### src/rtl/fetcher.sv
// fetcher: instruction-fetch stage.
//   Holds the fetch PC and keeps at most one icache request in flight. Each
//   returned word is queued for the decoder together with its PC and a
//   predicted-taken bit. The next PC comes from one of three sources:
//   - JAL targets, which are resolved locally;
//   - the 2-bit branch predictor, for B-type instructions;
//   - pc+4, for everything else.
//   A ROB flush clears the queue and redirects the PC.
// Ports:
//   clk, rst (async, active-low), rdy (global enable)
//   out_icache_valid/out_icache_pc    : request strobe and address
//   in_icache_valid/in_icache_inst    : response strobe and word
//   out_bp_tag/in_bp_jump             : predictor index and taken bit
//   out_dec_valid/inst/pc/pred_jump   : queue head towards the decoder
//   in_dec_ready                      : decoder pops the head
//   in_rob_flush/in_rob_target_pc     : redirect
module fetcher #(
    parameter int unsigned IQ_DEPTH = 4,
    parameter int unsigned BP_TAG_W = 8,
    parameter logic [31:0] RESET_PC = 32'h0
) (
    input  logic                clk,
    input  logic                rst,
    input  logic                rdy,
    output logic                out_icache_valid,
    output logic [31:0]         out_icache_pc,
    input  logic                in_icache_valid,
    input  logic [31:0]         in_icache_inst,
    output logic [BP_TAG_W-1:0] out_bp_tag,
    input  logic                in_bp_jump,
    output logic                out_dec_valid,
    output logic [31:0]         out_dec_inst,
    output logic [31:0]         out_dec_pc,
    output logic                out_dec_pred_jump,
    input  logic                in_dec_ready,
    input  logic                in_rob_flush,
    input  logic [31:0]         in_rob_target_pc
);

    localparam int unsigned PTR_W = (IQ_DEPTH > 1) ? $clog2(IQ_DEPTH) : 1;
    localparam int unsigned CNT_W = PTR_W + 1;

    typedef enum logic [1:0] {StIdle, StWait, StDiscard} state_e;

    state_e            state_q, state_d;
    logic [31:0]       pc_q, pc_d;
    logic [31:0]       iq_inst_q [IQ_DEPTH];
    logic [31:0]       iq_pc_q   [IQ_DEPTH];
    logic              iq_pred_q [IQ_DEPTH];
    logic [PTR_W-1:0]  head_q, tail_q;
    logic [CNT_W-1:0]  count_q;

    logic              flush, not_full, push, pop;
    logic [31:0]       next_pc;
    logic              next_pred;
    logic [31:0]       imm_j, imm_b;

    // Flush beats everything; a same-cycle response or pop is discarded.
    assign flush    = rdy && in_rob_flush;
    assign not_full = count_q < CNT_W'(IQ_DEPTH);
    assign push     = rdy && !in_rob_flush && (state_q == StWait) && in_icache_valid;
    assign pop      = rdy && !in_rob_flush && (count_q != '0) && in_dec_ready;

    // Next-PC selection for the returning word.
    always_comb begin
        imm_j     = {{12{in_icache_inst[31]}}, in_icache_inst[19:12], in_icache_inst[20],
                     in_icache_inst[30:21], 1'b0};
        imm_b     = {{20{in_icache_inst[31]}}, in_icache_inst[7], in_icache_inst[30:25],
                     in_icache_inst[11:8], 1'b0};
        next_pc   = pc_q + 32'd4;
        next_pred = 1'b0;
        if (in_icache_inst[6:0] == 7'b1101111) begin
            next_pc   = pc_q + imm_j;
            next_pred = 1'b1;
        end else if (in_icache_inst[6:0] == 7'b1100011 && in_bp_jump) begin
            next_pc   = pc_q + imm_b;
            next_pred = 1'b1;
        end
    end

    always_comb begin
        pc_d = pc_q;
        if (flush) begin
            pc_d = in_rob_target_pc;
        end else if (push) begin
            pc_d = next_pc;
        end
    end

    // State register.
    always_ff @(posedge clk or negedge rst) begin
        if (!rst) begin
            state_q <= StIdle;
            pc_q    <= RESET_PC;
        end else if (rdy) begin
            state_q <= state_d;
            pc_q    <= pc_d;
        end
    end

    // Next-state logic.
    always_comb begin
        state_d = state_q;
        unique case (state_q)
            StIdle: begin
                if (!flush && not_full) state_d = StWait;
            end
            StWait: begin
                // A response coinciding with a flush is simply dropped.
                if (in_icache_valid) state_d = StIdle;
                else if (flush)      state_d = StDiscard;
            end
            StDiscard: begin
                if (in_icache_valid) state_d = StIdle;
            end
            default: state_d = StIdle;
        endcase
    end

    // Outputs.
    always_comb begin
        // Gated by rst so the strobe stays low while reset is held.
        out_icache_valid  = rst && rdy && !in_rob_flush && (state_q == StIdle) && not_full;
        out_icache_pc     = pc_q;
        out_bp_tag        = pc_q[BP_TAG_W+1:2];
        out_dec_valid     = (count_q != '0);
        out_dec_inst      = iq_inst_q[head_q];
        out_dec_pc        = iq_pc_q[head_q];
        out_dec_pred_jump = iq_pred_q[head_q];
    end

    // Instruction queue. Pointers wrap naturally since IQ_DEPTH is a power of two.
    always_ff @(posedge clk or negedge rst) begin
        if (!rst) begin
            head_q  <= '0;
            tail_q  <= '0;
            count_q <= '0;
            for (int i = 0; i < int'(IQ_DEPTH); i++) begin
                iq_inst_q[i] <= '0;
                iq_pc_q[i]   <= '0;
                iq_pred_q[i] <= 1'b0;
            end
        end else if (rdy) begin
            if (flush) begin
                head_q  <= '0;
                tail_q  <= '0;
                count_q <= '0;
            end else begin
                if (push) begin
                    iq_inst_q[tail_q] <= in_icache_inst;
                    iq_pc_q[tail_q]   <= pc_q;
                    iq_pred_q[tail_q] <= next_pred;
                    tail_q            <= tail_q + PTR_W'(1);
                end
                if (pop) begin
                    head_q <= head_q + PTR_W'(1);
                end
                if (push && !pop) begin
                    count_q <= count_q + CNT_W'(1);
                end else if (!push && pop) begin
                    count_q <= count_q - CNT_W'(1);
                end
            end
        end
    end

endmodule

### config.mk
export PLATFORM = sky130hd
export DESIGN_NAME = fetcher
export DESIGN_NICKNAME = d
export VERILOG_FILES = /design/src/rtl/fetcher.sv
export SDC_FILE = /design/constraint.sdc
export NUM_CORES = 1
export LEC_CHECK = 0
export ABC_AREA = 0
export BUFFER_PORTS_ARGS = -buffer_cell sky130_fd_sc_hd__buf_2
export CORE_MARGIN = 2
export CORE_UTILIZATION = 60
export CTS_CLUSTER_SIZE = 24
export DETAILED_ROUTE_END_ITERATION = 7
export PLACE_DENSITY = 0.82
export SLEW_MARGIN = 20
export SYNTH_ARGS = -nofsm -noshare
export SYNTH_HDL_FRONTEND = slang
export SYNTH_SLANG_ARGS = --single-unit
### constraint.sdc
create_clock -name clk -period 4.16 [get_ports clk]
set_clock_uncertainty 0.15 [all_clocks]
set_input_delay 1.04 -clock clk [delete_from_list [all_inputs] [get_ports clk]]
set_output_delay 1.04 -clock clk [all_outputs]
set_load 0.1 [all_outputs]
Yosys cells after proc, flatten, opt, wreduce, memory -nomap -nowiden. Index checks and enable logic that the tools add are counted.

Bits in registers: 301. Input port bits: 71. Output and inout port bits: 107.

Add/sub/neg operators: 7. $lt $le $gt $ge: 4. Equality and inequality tests: 7. Muxes and demuxes: 34. Bitwise operators: 3. Reduce and logical (&&, ||, !) cells: 29.

Operators by type and width (count): 32-bit two-way mux (9); 128-bit bitwise mux (2); 32-bit binary-select mux with 2-bit select (2); 32-bit adder (2); 32-bit demux with 2-bit select (1); 32-bit by 3-bit adder with 32-bit output (second input constant) (1); 2-bit two-way mux (8); 1-bit logical AND (15); 7-bit equality test (second input constant) (2); 3-bit two-way mux (3); 3-bit >= comparator (second input constant) (2); 2-bit inverter with 3-bit output (2); 2-bit case mux with 3 select lines (1); 2-bit AND reduction (3); 3-bit nonzero test (2); 1-bit two-way mux (5); 2-bit by 1-bit adder with 2-bit output (second input constant) (2); 4-bit bitwise mux (1); 1-bit zero test (4); 2-bit != test (second input constant) (2); 4-bit AND reduction (1); 2-bit nonzero test (2); 3-bit by 1-bit adder with 3-bit output (second input constant) (1); 3-bit by 1-bit < comparator with 1-bit output (second input constant) (1); 10 further kinds (10).

Longest topological paths before layout.
Depth after elaboration: 9. Depth in mapped cells: 12. Mapped depth without buffers: 12.

Worst setup path before layout. OpenSTA, ideal clock, no wires.

Kind: in2out. From: input rdy. To: output out_icache_valid. Arrival: 4202 ps. Data required time: 2970 ps. Path slack: -1232 ps. Stages: 3. Path through: clkbuf_1 > nand2_1 > nor4_1.

Word-level cells in the longest chain between the ends: 4.

RTL lines: from (decl) (line 24) `input logic rdy,`; 1-bit logical AND (4 in series) (line 123) `out_icache_valid = rst && rdy && !in_rob_flush && (state_q == StIdle) && not_full;`; to (decl) (line 25) `output logic out_icache_valid,`.

Every way passes these cells.

Worst setup path in the final report.
From: register pc_q[2], in the netlist out_icache_pc[2]. To: register pc_q[30], in the netlist out_icache_pc[30].

Word-level cells in the longest chain between the ends: 5.

RTL lines: from (decl) (line 46) `logic [31:0] pc_q, pc_d;`; from (signal assigned) (line 97) `pc_q <= pc_d;`; 32-bit by 3-bit adder with 32-bit output / 32-bit adder (equally long branches) (line 70, 76); 32-bit two-way mux (line 75) `end else if (in_icache_inst[6:0] == 7'b1100011 && in_bp_jump) begin`; 32-bit two-way mux (*) (line 72) `if (in_icache_inst[6:0] == 7'b1101111) begin`; 32-bit two-way mux (*) (line 85) `end else if (push) begin`; 32-bit two-way mux (*) (line 83) `if (flush) begin`.

Mark *: on every way between the ends. The rest lies on a longest branch, timed or not. The select of a mux whose other input is x is not followed. A chain may end at the register's enable or synchronous reset.

==> impl_metrics.ini <==
[drt]
wl_per_cell_um = 24.6
vias = 13700
drt_iter0_drc = 1442
drtPass1Iterations = 5
antenna_left = 0
viasPerCell = 6.63
wl_um = 50600
drcViolationCount = 0

[flow_run]
drv_cap = 0

[status]
status = complete, no violations

[power_and_ir_drop]
total_power_mw = 15.6
peakVddDrop_mv = 0.724
p_leak_nw = 9.27
power_density_nw_per_um2 = 793

[setup_path]
cp_max_fo = 9
path_buf_inv = 0
worstPathArrival_ns = 3.90
crit_path_start_kind = register
end_kind = register
max_stage_delay_ns = 0.63
worstPathRequired_ns = 4.41
cp_slowest_cell = dfrtp_1
crit_family = compound AO/OA/AOI/OAI gates
crit_chain = ha_1 -> a211oi_1 -> o21ai_0 -> a211o_1 -> o31ai_1 -> a21o_1 -> nand2_1 -> a21boi_0 -> xor2_1 -> o311ai_0
crit_type = reg -> reg

[timing]
worstMarginPinSlew_ns = 0.948
finalSetupTns_ns = 0
fin_crit_sh_pct = 87.7
hold_viol_final = 0
max_slew_margin_pct = 36.8
fmax_mhz = 274
fin_crit_ns = 3.65
hold_slack_ns = 0.245
setup_viol = 0
rsz0062_at_grt = no
drv_slew = 0

[synthesis]
synth_ff_type = dfrtp_1
netlist-cell-type-count = 70
ys_seq_area_share_pct = 44.2
syn-cell-area_um2 = 17000
synth_warnings = 0
synth_area_per_cell_um2 = 11.4
yosysTopAreaCell = dfrtp_1
ys_ff_latch = 301
syn_inst = 1493
synthTopCellsByArea = dfrtp_1 (44%), mux2_2 (15%), mux4_2 (8.6%), ha_1 (3.5%), o21ai_0 (3.2%)
synth_nets = 1615
synthArstFlopShare_pct = 100
yosysTopAreaCellShare_pct = 44.2
synth_edf_count = 0
synth_most_common_cell = dfrtp_1
synth_common_cells = dfrtp_1 (301), mux2_2 (233), nand2_1 (118)

[clock_tree]
numCtsBuffers = 34
cts.htree.levels = 2
cts_tree = built
clock-sinks = 301
post-cts-setup-buffers = 0
cts_buffer_depth = 3
root_buffer = clkbuf_16
insertion_delay_ns = 0.51
ctsResizeCount = 0
clkTransAtPathRegs_ns = 0.06
hold_buffers = 0

[global_routing]
grt_max_degree = 148
overflow = 0
grt_use_total_pct = 34.7
grt_pass1_vias = 14000
grt_pass1_wl_um = 78300
grt_antenna_before_repair = 6

[hold_path]
hp-class = in -> async

[layout]
area_growth_pct = 15.5
multi_input_area_um2 = 9000
regArea_um2 = 7540
fin_nets = 1776
drive_gt1_share_pct = 36.4
fill_cells = 1910

[floorplanning]
dieHeight_um = 172
die_w_um = 172
rows = 61
die_area_um2 = 29700
start_util_pct = 61.1
core_um2 = 27900
ios = 178

[placed_design]
portBuffers = 177
place_congestion = 0.951
hpwl_um = 34400
==> cells in the final DEF (no fill, tap or decap), types with 6 or more instances in the layout <==
cell,Yosys,final
buf_4,8,49
o211ai_1,10,10
buf_2,3,175
a21oi_1,76,76
inv_1,29,29
o22ai_1,7,7
a221oi_1,7,7
nand2_1,118,114
nor2_1,52,52
a22oi_1,8,8
nand4_1,11,11
mux2_2,233,233
ha_1,48,48
a21o_1,20,20
and3_1,16,16
o21ai_0,110,110
nand2b_1,8,8
mux4_2,65,65
o221ai_1,7,7
a211oi_1,12,12
nand3_1,34,34
clkbuf_16,0,35
clkbuf_8,0,7
o31ai_1,6,6
xor2_1,22,22
and4_1,6,6
a21boi_0,6,6
dfrtp_1,301,299
buf_12,0,6
a31oi_1,11,11
or3_1,11,11
a221o_1,9,9
and2_1,8,8
o21bai_1,6,6
nor2b_1,7,7
xnor2_1,27,27
nor3_1,15,14
==> final cells by class <==
class                      instances  share of cell area [%]
sequential                       301                    38.3
antenna                            5                  0.0636
timing repair buffer             231                    7.01
multi-input combinational       1056                    45.8
inverter                          30                   0.573
tap                              378                    2.41
clock inverter                    14                   0.834
clock buffer                      45                    5.00
==> report_power, final <==
group | internal, mW | switching, mW | total (mW)
Combinational | 2.20 | 6.17 | 8.37
Clock | 1.85 | 1.21 | 3.06
Sequential | 3.58 | 0.583 | 4.16
Total | 7.63 | 7.97 | 15.6
==> stage by stage <==
step	setup WS, ns	instance area, um2	cells	util (%)
after floorplan	0.522	17000	1493	-
after global placement	0.139	18500	1996	66.4
after detailed placement	0.0725	18500	1996	66.4
after CTS	0.584	19700	2055	70.5
after global routing	0.313	19700	2060	70.6
final	0.512	19700	2060	70.6
==> state kept, by name (all words and copies together), names as in the netlist <==
| register | cells |
|---|---|
| iq_pred_q | 4 |
| head_q | 2 |
| out_icache_pc | 32 |
| iq_inst_q | 128 |
| count_q | 3 |
| iq_pc_q | 128 |
| tail_q | 2 |
| state_q | 2 |
==> path summary, 6_finish.rpt <==
check / startpoint / to / slack, ns / cells after the start
max: out_icache_pc[2] / out_icache_pc[30] / 0.51 / 10
min: rst / iq_inst_q[118] / 0.24 / 1
max reg2reg: out_icache_pc[2] / out_icache_pc[30] / 0.51 / 10
min reg2reg: iq_inst_q[41] / iq_inst_q[41] / 0.33 / 2
max in group asynchronous: rst / iq_pc_q[47] / 2.36 / 2
min in group clk: iq_inst_q[41] / iq_inst_q[41] / 0.33 / 2
==> routing by layer <==
metal / vias to the layer above / routed length, um / GRT usage, % / part of all wire [%]
li1: 5922 / - / - / -
met1: 6857 / 19800 / 44.8 / 39
met2: 720 / 24000 / 56.9 / 47
met3: 162 / 4670 / 7.16 / 9.2
met4: 2 / 2170 / 15.6 / 4.3
met5: - / 19 / 0 / 0.038
==> worst reg2reg max path, stage by stage, from the launching register on <==
cell,delay [ns]
dfrtp_1,0.63
ha_1,0.34
a211oi_1,0.31
o21ai_0,0.23
a211o_1,0.38
o31ai_1,0.38
a21o_1,0.29
nand2_1,0.17
a21boi_0,0.27
xor2_1,0.09
o311ai_0,0.30
==> kinds of logic (layout without fill, tap and decap cells) <==
logic type	after synthesis	after routing	synth area share, %
muxes	302	302	24.2
DFF	301	301	44.2
AOI/OAI and AO/OA	344	344	13.0
other	0	5	0
xor gates and xnor gates	49	49	2.52
adders and majority gates	51	51	3.88
buffers and inverters	136	320	3.24
and+or+nand+nor	310	310	8.86
No activity file was read; power rests on OpenSTA's default activity.
